==> config.mk <==
export PLATFORM = sky130hd
export DESIGN_NAME = prbs_lfsr
export DESIGN_NICKNAME = d
export VERILOG_FILES = /design/src/rtl/prbs_pkg.sv /design/src/rtl/prbs_lfsr.sv
export SDC_FILE = /design/constraint.sdc
export NUM_CORES = 1
export LEC_CHECK = 0
export ABC_AREA = 1
export CAP_MARGIN = 20
export CORE_UTILIZATION = 55
export DETAILED_ROUTE_END_ITERATION = 10
export PLACE_DENSITY = 0.73
export SLEW_MARGIN = 20
export SYNTH_ARGS = -nofsm -noshare
export SYNTH_HDL_FRONTEND = slang
export SYNTH_SLANG_ARGS = --single-unit
==> constraint.sdc <==
create_clock -name clk -period 4.1 [get_ports clk]
set_input_delay 0.82 -clock clk [delete_from_list [all_inputs] [get_ports clk]]
set_output_delay 0.82 -clock clk [all_outputs]
set_load 0.05 [all_outputs]
==> src/rtl/prbs_pkg.sv <==
// rtl/prbs_pkg.sv - shared PRBS mode encoding, polynomial lookup and checker state type
//
// Purpose: one place for the mode encoding, the (order, tap) pair for each
//   polynomial and the checker state enum. Generator and checker both use this
//   package so that they always agree on the polynomial.
// Contents:
//   MODE_PRBS7..MODE_PRBS31  3-bit mode codes (5-7 decode as PRBS31)
//   LFSR_W                   width of the shared shift register (31)
//   chk_state_e              checker FSM state {SEED, LOCKED}
//   poly_order / poly_tap    N and T of new = s[N-1] ^ s[T-1]
//   poly_msb / poly_feedback output bit and feedback bit of a 31-bit register

package prbs_pkg;

  localparam logic [2:0] MODE_PRBS7  = 3'd0;
  localparam logic [2:0] MODE_PRBS9  = 3'd1;
  localparam logic [2:0] MODE_PRBS15 = 3'd2;
  localparam logic [2:0] MODE_PRBS23 = 3'd3;
  localparam logic [2:0] MODE_PRBS31 = 3'd4;

  localparam int LFSR_W = 31;

  typedef enum logic {
    SEED   = 1'b0,
    LOCKED = 1'b1
  } chk_state_e;

  // Polynomial order N; unused codes fall back to PRBS31.
  function automatic logic [4:0] poly_order(input logic [2:0] mode);
    case (mode)
      MODE_PRBS7:  return 5'd7;
      MODE_PRBS9:  return 5'd9;
      MODE_PRBS15: return 5'd15;
      MODE_PRBS23: return 5'd23;
      default:     return 5'd31;
    endcase
  endfunction

  // Second feedback tap T.
  function automatic logic [4:0] poly_tap(input logic [2:0] mode);
    case (mode)
      MODE_PRBS7:  return 5'd6;
      MODE_PRBS9:  return 5'd5;
      MODE_PRBS15: return 5'd14;
      MODE_PRBS23: return 5'd18;
      default:     return 5'd28;
    endcase
  endfunction

  // Serial output of a Fibonacci register: the top bit of the active order.
  function automatic logic poly_msb(input logic [LFSR_W-1:0] s, input logic [2:0] mode);
    return s[poly_order(mode) - 5'd1];
  endfunction

  // Bit that enters s[0] on the next shift (also the checker's predicted bit).
  function automatic logic poly_feedback(input logic [LFSR_W-1:0] s, input logic [2:0] mode);
    return s[poly_order(mode) - 5'd1] ^ s[poly_tap(mode) - 5'd1];
  endfunction

endpackage

==> src/rtl/prbs_lfsr.sv <==
// rtl/prbs_lfsr.sv - 31-bit Fibonacci LFSR with run-time polynomial select
//
// Purpose: generator shift register. Shifts left with the mode-selected feedback
//   into bit 0; bits above the active order are carried along but never observed.
// Ports:
//   clk    in   clock
//   rst_n  in   asynchronous active-low reset (register -> all ones)
//   mode   in   polynomial select (prbs_pkg encoding)
//   load   in   reload all ones (wins over shift)
//   shift  in   advance one bit
//   msb    out  current output bit s[N-1], i.e. the bit the next shift emits

module prbs_lfsr
  import prbs_pkg::*;
(
  input  logic       clk,
  input  logic       rst_n,
  input  logic [2:0] mode,
  input  logic       load,
  input  logic       shift,
  output logic       msb
);

  logic [LFSR_W-1:0] s_q;

  always_ff @(posedge clk or negedge rst_n) begin
    if (!rst_n) begin
      s_q <= '1;
    end else if (load) begin
      s_q <= '1;
    end else if (shift) begin
      s_q <= {s_q[LFSR_W-2:0], poly_feedback(s_q, mode)};
    end
  end

  assign msb = poly_msb(s_q, mode);

endmodule

After elaboration in Yosys (flattened, before gate mapping)
Cells that the tools add are included.
{"block": "totals", "ff_bits": 31, "in_bits": 7}
{"block": "classes", "add_sub_neg": 3, "order_cmp": 3, "eq_ne": 3, "mux": 14, "bitwise_logic": 1, "reduce_logical": 2}
{"cell": "$mux 31", "count": 2}
{"cell": "$pmux 5 s4", "count": 2}
{"cell": "$mux 5", "count": 4}
{"cell": "$lt 5x6->1 const B", "count": 3}
{"cell": "$bmux 1 s5", "count": 3}
{"cell": "$sub 5x1->5 const B", "count": 3}
{"cell": "$eq 3x2->1 const B", "count": 2}
{"cell": "$eq 3x1->1 const B", "count": 1}
{"cell": "$logic_not 3->1", "count": 1}
{"cell": "$mux 1", "count": 3}
{"cell": "$reduce_bool 2->1", "count": 1}
{"cell": "$xor 1x1->1", "count": 1}

Depth between registers and ports, before layout
Gate-level depths: netlist (run 1).
{"block": "logic_depth", "word_depth": 10, "ltp_mapped": 15, "ltp_nobuf": 14}

Worst setup path after synthesis (run 1)
OpenSTA, ideal clock, no wires.
{"block": "synth_path", "kind": "input to output", "startpoint": "input port mode[0]", "endpoint": "output port msb", "arrival_time_ns": 1.830, "required_time_ns": 3.280, "slack_ns": 1.450, "path_stages": 7, "path_buffers": 1, "cell_sequence": "buf_4 > inv_2 > nor3_2 > o21ai_0 > o211ai_1 > nand2_1 > inv_2"}
{"block": "synth_between", "elab_chain_len": 5}
{"item": "from (decl)", "line_no": "prbs_lfsr.sv:18", "source": "input logic [2:0] mode,"}
{"item": "$eq 3x2->1, or another cell as far along", "line_no": "prbs_pkg.sv:30", "source": "case (mode)"}
{"item": "$pmux 5 s4 *", "line_no": "prbs_pkg.sv:30"}
{"item": "$sub 5x1->5 *", "line_no": "prbs_pkg.sv:52", "source": "return s[poly_order(mode) - 5'd1];"}
{"item": "$bmux 1 s5 *", "line_no": "prbs_pkg.sv:52"}
{"item": "$mux 1 (implied by the code) *", "line_no": "prbs_pkg.sv:52"}
{"item": "to (decl)", "line_no": "prbs_lfsr.sv:21", "source": "output logic msb"}
Mark *: on every way between the ends. The rest lies on a longest branch, timed or not. The select of a mux whose other input is x is not followed.

Worst setup path in the final report (run 1)
Ends and elaborated chain as after synthesis.

==> results of run 1 <==
## cell families after synthesis
| kind of cell | count (synthesis) | synth area share, % |
|---|---|---|
| AO/OA/AOI/OAI | 68 | 18.19 |
| adder cells (fa/ha/maj) | 1 | 0.6639 |
| buffers and inverters | 55 | 11.62 |
| flip-flops | 31 | 43.23 |
| AND/OR/NAND/NOR | 109 | 26.30 |
## worst max path at each step
| stage | endpoint | startpoint | cells after the start | slack (ps) |
|---|---|---|---|---|
| finish | msb | mode[0] | 8 | 580 |
| global route | msb | mode[0] | 8 | 480 |
| CTS | msb | mode[0] | 8 | 630 |
| detailed placement | msb | mode[0] | 8 | 640 |
| global placement | msb | mode[0] | 8 | 710 |
| floorplan | msb | mode[0] | 7 | 1450 |
## cells in the mapped netlist (all sizes together)
cell type,count
nand2,47
nand3,46
inv,40
o21ai,36
a21oi,31
dfstp,31
clkbuf,10
nor2,10
buf,5
nand4,4
ha,1
nor3,1
o211ai,1
or2,1
## routing by layer
| layer | part of all wire (%) | wire length [um] |
|---|---|---|
| met1 | 49 | 2109 |
| met2 | 46 | 1951 |
| met3 | 3.7 | 159 |
| met4 | 1.2 | 51 |
| met5 | 0 | 0 |
## power by group
group	internal (mW)	total, mW	leakage (nW)	switching, mW
registers	0.344	0.360	0.327	0.0169
logic	0.0529	0.148	0.692	0.0947
clock network	0.0667	0.172	0.0293	0.105
## worst reg2reg max path: stages (launching register included)
cell	delay [ps]
dfstp_2	540
inv_1	50
nand3_1	90
o21ai_0	80
o211ai_1	190
nand2_1	100
inv_2	90
nand3_1	80
nand3_1	70
nand2_1	70
## through the flow
step                      std cells  hold WS [ps]  instance area, um^2
final                           312         499.8                 2031
after global routing            312         527.1                 2031
after CTS                       312         504.1                 2031
after detailed placement        304         487.8                 1981
after global placement          304         481.8                 1981
after floorplan                 264         467.1                 1884
## layout make-up
cell class | instances | area, um^2 | area share [%]
Clock buffer | 7 | 45.04 | 2.218
Clock inverter | 1 | 5.005 | 0.2465
Inverter | 40 | 150.1 | 7.394
Multi-Input combinational cell | 178 | 850.8 | 41.90
Sequential cell | 31 | 814.5 | 40.11
Tap cell | 44 | 55.05 | 2.711
Timing Repair Buffer | 11 | 110.1 | 5.422
==> impl_metrics.tcl, run 1 <==
set metrics [dict create \
    crit_family "buffers and inverters" \
    grt_use_total_pct 26.55 \
    hp-class "reg -> reg" \
    use_met1_pct 37.74 \
    viasPerCell 5.551 \
    maxCapViolations 0 \
    clock_skew_ps 5.126 \
    slew_viol_final 0 \
    fin_crit_sh_pct 85.82 \
    fp.dieH_um 60.53 \
    required_ps 3280 \
    r2r_cells 9 \
    vias 1732 \
    post_cts_resize_count 0 \
    crit_buf_inv 4 \
    layout-drive-gt1-share_pct 19.40 \
    syn-num-nets 272 \
    rsz0062_at_grt "no" \
    tightestPinTransition_ps 702.2 \
    hold_viol_final 0 \
    slowest_delay_ps 700 \
    final_core_util_pct 64.40 \
    cts_tree "built" \
    powerDensity_nw_per_um2 334.7 \
    wirelength_um 4271 \
    grt_max_degree 33 \
    reg2reg_to "s_q[0]$_DFFE_PN1P_" \
    largest_reg_flops 31 \
    fin_nets 275 \
    tns_ps 0 \
    areaGrowthSynthToFinish_pct 7.769 \
    ir_drop_mv 0.2412 \
    clock_latency_ps 330 \
    io_buffers 7 \
    cts_made_buffers 5 \
    cp_cell_sequence "clkdlybuf4s50_1, inv_2, nor3_2, o21ai_0, o211ai_1, nand2_1, inv_2, buf_12" \
    min_path_cells 2 \
    reg2reg_slack_ps 2670 \
    clockRootBuffer "clkbuf_4" \
    antenna_found_initial 0 \
    critPathMostFrequentCell "inv_2" \
    post-place-ws_ps 642.7 \
    timing_worst_setup_path_type "in -> out" \
    hold_start "s_q[27]$_DFFE_PN1P_" \
    met3_usage_pct 5.757 \
    gp_congestion 0.9431 \
    die-area_um2 3664 \
    overflow 0 \
    final_common_cell "nand2_1" \
    largest_register "s_q" \
    cp-end-kind "primary output" \
    synthTopCellsByArea "dfstp_2 (43%), nand3_1 (12%), nand2_1 (9.2%)" \
    synth.distinct_cells 21 \
    hold_buffers 0 \
    total_power_mw 0.6797 \
    syn_area_um2 1884 \
    io_pins 8 \
    status "completed" \
    regToRegStartpoint "s_q[8]$_DFFE_PN1P_" \
    cp_max_fo 9 \
    cts_sinks 31 \
    post-route-drc-count 0 \
    slew_headroom_pct 53.04 \
    post_drt_wl_per_cell_um 13.69 \
    cp_slowest_cell "clkdlybuf4s50_1" \
    dr.pass1.iters 4 \
    antennaDiodeCount 0 \
    yosys_warnings 0 \
    grt_pass1_vias 1535 \
    dr.first_iter.drc_count 91 \
    start_util_pct 59.76 \
    p_leak_nw 1.048 \
    final_cell_mix "nand2_1 (46), nand3_1 (45), inv_1 (35), o21ai_0 (34)" \
    coreArea_um2 3153 \
    fmax_ghz 0.2842 \
    top_regs "s_q: 31 flops" \
    grt_use_met2_pct 40.82 \
    cts_setup_buffers 0 \
    finalCriticalPeriod_ps 3518 \
    synth_seq_cells 31 \
    synth_top_area_share_pct 43.23 \
    cp.arrival_ps 2700 \
    finalSetupViolCount 0 \
    ant_nets 0 \
    worstSetupStartpointType "input port" \
    clk_pin_slew_ps 90 \
    yosysSeqAreaShare_pct 43.23 \
    die_x_um 60.53 \
    grt_pass1_wl_um 7093 \
    grt-busiest-layer "met2" \
    fill_cells 311 \
    row_count 20 \
    cts_buffer_depth 2 \
    synth_cells 264 \
    place_hpwl_um 2977 \
    hold_end "s_q[27]$_DFFE_PN1P_" \
    fin_ws_ps 581.5 \
    synth_area_leader_cell "dfstp_2" \
    synth_area_per_cell_um2 7.138 \
    htree_levels 2 \
]
No activity file was read; power rests on OpenSTA's default activity.
==> inputs of run 2 (changes only) <==
==> constraint.sdc (replaced) <==
create_clock -name clk -period 4.3 [get_ports clk]
set_input_delay 0.86 -clock clk [delete_from_list [all_inputs] [get_ports clk]]
set_output_delay 0.86 -clock clk [all_outputs]
set_load 0.05 [all_outputs]
==> run 2 against run 1 <==
  * Clock-buffer cell count down 1
  * Sequential cell count unchanged
  * Sequential share of layout area down 0.32 points
  * Routed wire length down 1.6%
  * Combinational power down 7%
  * Register-to-register slack better by 250 ps
  * Critical path type unchanged
==> impl_metrics.tcl, run 2 (synthesis gave the netlist of run 1 again) <==
set metrics [dict create \
    critPathMostFrequentCell "inv_2" \
    p_leak_nw 1.057 \
    clock_skew_ps 11.78 \
    crit_family "buffers and inverters" \
    coreArea_um2 3153 \
    hold_buffers 0 \
    maxCapViolations 0 \
    largest_reg_flops 31 \
    wirelength_um 4203 \
    clk_pin_slew_ps 90 \
    cts_buffer_depth 2 \
    overflow 0 \
    place_hpwl_um 2897 \
    ant_nets 0 \
    viasPerCell 5.619 \
    required_ps 3440 \
    rsz0062_at_grt "no" \
    fmax_ghz 0.2888 \
    combPwrFrac_pct 19.8 \
    io_pins 8 \
    cp-end-kind "primary output" \
    powerDensity_nw_per_um2 340.2 \
    p_sw_share_pct 28.92 \
    cp_slowest_cell "clkdlybuf4s50_1" \
    areaGrowthSynthToFinish_pct 8.632 \
    die-area_um2 3664 \
    fin_hold_ws_ps 497.9 \
    die_x_um 60.53 \
    cp.arrival_ps 2600 \
    tightestPinTransition_ps 693.9 \
    grt_max_degree 33 \
    p_sw_mw 0.2014 \
    antenna_found_initial 0 \
    grt_pass1_vias 1467 \
    slew_headroom_pct 53.59 \
    cts_setup_buffers 0 \
    final_cell_mix "nand2_1 (46), nand3_1 (45), inv_1 (35), o21ai_0 (34)" \
    cts_tree "built" \
    grt_use_total_pct 26.70 \
    finalCriticalPeriod_ps 3463 \
    gp_congestion 0.9358 \
    fp.dieH_um 60.53 \
    htree_levels 2 \
    post_drt_wl_per_cell_um 13.47 \
    ir_drop_mv 0.2733 \
    hold_viol_final 0 \
    start_util_pct 59.76 \
    hp-class "reg -> reg" \
    clockRootBuffer "clkbuf_4" \
    crit_buf_inv 4 \
    seq_area_um2 814.5 \
    cp_cell_sequence "clkdlybuf4s50_1, inv_2, nor2_2, nand3_1, o21ai_0, o21ai_1, nand2_1, inv_2, buf_4" \
    pwr-share-clk_pct 30.9 \
    grt_pass1_wl_um 6941 \
    worstSetupStartpointType "input port" \
    status "completed" \
    cellInternalPower_mw 0.4950 \
    cts_made_buffers 5 \
    finalInstanceArea_um2 2047 \
    layout-drive-gt1-share_pct 19.78 \
    fill_cells 310 \
    fin_nets 276 \
    top_regs "s_q: 31 flops" \
    dr.first_iter.drc_count 151 \
    dr.pass1.iters 4 \
    io_buffers 7 \
    finalSetupViolCount 0 \
    clock_latency_ps 330 \
    row_count 20 \
    placed_area_um2 1976 \
    tns_ps 0 \
    multi_input_area_um2 850.8 \
    slowest_delay_ps 690 \
    post-route-drc-count 0 \
    cts_sinks 31 \
    antennaDiodeCount 0 \
    final_common_cell "nand2_1" \
    cp_max_fo 9 \
    seqPwrFrac_pct 49.3 \
    vias 1753 \
    fin_crit_sh_pct 80.53 \
    largest_register "s_q" \
    slew_viol_final 0 \
    timing_worst_setup_path_type "in -> out" \
    post_cts_resize_count 0 \
]
==> run 2: worst paths after layout <==
check / start / end / slack [ps] / cells past startpoint
worst max-delay path: mode[0] / msb / 840 / 9
worst min-delay path: s_q[3]$_DFFE_PN1P_ / s_q[3]$_DFFE_PN1P_ / 500 / 2
worst max register to register: s_q[8]$_DFFE_PN1P_ / s_q[0]$_DFFE_PN1P_ / 2920 / 9
worst min register to register: s_q[3]$_DFFE_PN1P_ / s_q[3]$_DFFE_PN1P_ / 500 / 2
max in group asynchronous: rst_n / s_q[29]$_DFFE_PN1P_ / 3060 / 2
min in group asynchronous: rst_n / s_q[8]$_DFFE_PN1P_ / 1180 / 2
==> run 2: metal layers <==
layer  part of all wire [%]  global-route usage [%]  wire (um)  vias up
met1                     48                   37.31       2019      819
met4                    1.8                   11.69         77        0
met3                    5.1                   5.970        213        9
met2                     45                   39.87       1893       44
li1                       -                       -          -      881
met5                      0                       0          0        -
==> run 2: final cells by class <==
class                      count  area share (%)
clock buffer                   6           2.017
timing repair buffer          12           5.134
sequential                    31           39.79
inverter                      40           7.335
tap                           44           2.689
clock inverter                 1           1.467
multi-input combinational    178           41.56
==> run 2: through the flow <==
stage | total power, mW | worst slack (ps) | util (%) | std cells
after floorplan | 0.4430 | 1570 | - | 264
after global placement | 0.4855 | 906.9 | 62.66 | 305
after detailed placement | 0.4844 | 872.5 | 62.66 | 305
after CTS | 0.7026 | 870.6 | 64.92 | 312
after global routing | 0.7421 | 735.7 | 64.92 | 312
final | 0.6964 | 837.1 | 64.92 | 312
==> run 2: worst register-to-register path, delay by kind of cell, from the launching register on <==
| kind | cells | cell delay [ps] |
|---|---|---|
| flip-flops | 1 | 540 |
| AND/OR/NAND/NOR | 5 | 400 |
| AO/OA/AOI/OAI | 2 | 260 |
| buffers and inverters | 2 | 120 |
==> run 2: power by group through the flow <==
stage | Sequential (mW) | Clock, mW | Combinational [mW]
floorplan | 0.342 | 0 | 0.101
global placement | 0.348 | 0 | 0.137
detailed placement | 0.347 | 0 | 0.137
CTS | 0.343 | 0.222 | 0.137
global route | 0.347 | 0.239 | 0.156
finish | 0.343 | 0.215 | 0.138
==> RTL change, RTL diff (settings of run 1) <==
Change the package constant `LFSR_W` from 31 to 62. Comments in the files are not updated.
--- a/src/rtl/prbs_pkg.sv
+++ b/src/rtl/prbs_pkg.sv
@@ -19,5 +19,5 @@
   localparam logic [2:0] MODE_PRBS31 = 3'd4;
 
-  localparam int LFSR_W = 31;
+  localparam int LFSR_W = 62;
 
   typedef enum logic {
Function: no difference found for any inputs over 10 cycles, from zero or initial values and one cycle with rst_n low; that may be too few to reach the edited logic, so the function may still have changed.
==> RTL change against run 1 <==
Synthesized area decreased by 1.5%; sequential cell count increased by 1; combinational power decreased by 10%; power increased by 9.6%; non-clock buffer count unchanged; count of clock-buffer cells in the layout decreased by 2; setup slack improved by 0.17 ns; maximum frequency increased by 5.0%; register-to-register slack got worse by 0.02 ns; routed wire length decreased by 12%; design area decreased by 0.31%; utilization increased by 0.32 points; synthesized cell count decreased by 7.2%.
==> RTL change: results (changes against run 1) <==
- Status: finished, final reports clean
- Port Buffer Count: 7 (unchanged)
- Reg2reg path depth: 9 (unchanged)
- N_diodes: 0 (unchanged)
- Peak VDD IR: 0.000225 V (-6.6%)
- GRT Util Overall: 0.250 (-0.0157)
- Most common cell in the netlist: nand2_1
- HP Class: reg2reg
- Psw: 214 uW (-0.91%)
- Xor/xnor cell area share of the yosys netlist: 0 (unchanged)
- Synth top area cells: dfstp_2 45%, o21ai_0 9.2%, a21oi_1 8.9%
- Seq/Total Area, Yosys: 0.453 (+0.0209)
- CP Max Fanout: 11 (+2)
- Leak pwr: 1.04 nW (-0.70%)
- Vias per inst: 5.35 (-3.6%)
- Fin Clk Skew: 0.0120 ns (+0.00688 ns)
- DRT Wirelength: 3780 um (-12%)
- Final GP Congestion: 0.916 (-2.9%)
- Crit-path max cell delay: 0.61 ns (-0.09 ns)
- Initial antenna violation count: 0 (unchanged)
- Post-cts repair resize count: 0 (unchanged)
- Slew HR: 0.503 (-0.0276)
- Compound-gate portion of the synthesized area: 0.195 (+0.0129)
- Synth cell count leaders: 40 x nand2_1, 37 x inv_1, 34 x o21ai_0
- Synth warn: 0 (unchanged)
- Syn nets: 253 (-7.0%)
- TritonCTS Buffers: 5 (unchanged)
- Postcts setup bufs: 0 (unchanged)
- Synth cell types: 24 (+14%)
- Root buffer cell: clkbuf_4
- Clock tree buffer depth: 2 (unchanged)
- Hold Path Stages: 2 (unchanged)
- Ratio of cells with drive above 1 in the final layout: 0.236 (+0.0420)
- Clk_lat worst skew: 0.35 ns (+0.02 ns)
- DP Worst Slack: 0.799 ns (+0.156 ns)
- Max Cap Viol: 0 (unchanged)
- Async SR Flop Fraction: 1.00 (unchanged)
- First DRT Iteration DRCs: 95 (+4.4%)
- Ys flop type: dfstp_2
- CTS H-tree depth: 2 (unchanged)
- First-pass GRT wire length: 6470 um (-8.8%)
- Biggest regs: s_q (32)
- Vias in the first global route: 1442 (-6.1%)
- CP max-delay cell: clkdlybuf4s50_1
- Detailed Place HPWL: 2580 um (-13%)
- Critical path's top delay family: buffers and inverters
- WP data arrival: 2.53 ns (-0.17 ns)
- Post-Synth Adder-Cell Area: 0.00674 (+0.000103)
- Largest net degree at the start of global routing: 34 (+3.0%)
- Fin nets: 257 (-6.5%)
## RTL change: power groups by stage
stage	Combinational [mW]	Clock, mW	Sequential [mW]
after floorplan	0.0964	0	0.370
after global placement	0.131	0	0.377
after detailed placement	0.132	0	0.377
after CTS	0.133	0.247	0.372
after global routing	0.151	0.260	0.375
final	0.133	0.240	0.372
## RTL change: cell families (layout without fill, tap and decap cells)
kind of cell               Yosys count  count (layout)
buffers and inverters               55              60
and+or+nand+nor                     86              86
adders and majority gates            1               1
DFF                                 32              32
AOI/OAI and AO/OA                   71              71
## RTL change: worst paths after layout
path                              start  endpoint  slack, ns
worst max-delay path            mode[0]       msb       0.75
worst min-delay path            s_q[31]   s_q[31]       0.49
worst max register to register   s_q[8]    s_q[0]       2.65
worst min register to register  s_q[31]   s_q[31]       0.49
max in group asynchronous         rst_n   s_q[22]       2.91
min in group asynchronous         rst_n   s_q[18]       1.14
## RTL change: cell type report
class | instances | area, um2
clock inverter | 3 | 42.5
multi-input combinational | 158 | 785
fill | 284 | 1100
timing repair buffer | 11 | 110
clock buffer | 5 | 37.5
tap | 44 | 55.1
inverter | 41 | 154
sequential | 32 | 841
## RTL change: layer usage
metal	wire length, um	track usage	up-vias
met5	0	0	-
met2	1700	0.356	40
li1	-	-	811
met3	204	0.0887	4
met4	38	0.0831	0
met1	1840	0.352	719
## RTL change: stage by stage
stage | area (um2) | std cells
after floorplan | 1860 | 245
after global placement | 1940 | 286
after detailed placement | 1940 | 286
after CTS | 2020 | 294
after global routing | 2020 | 294
final | 2020 | 294
## RTL change: worst min-delay path: stages, from the launching register on
cell     delay [ns]
dfstp_2        0.38
inv_1          0.04
o21ai_0        0.07
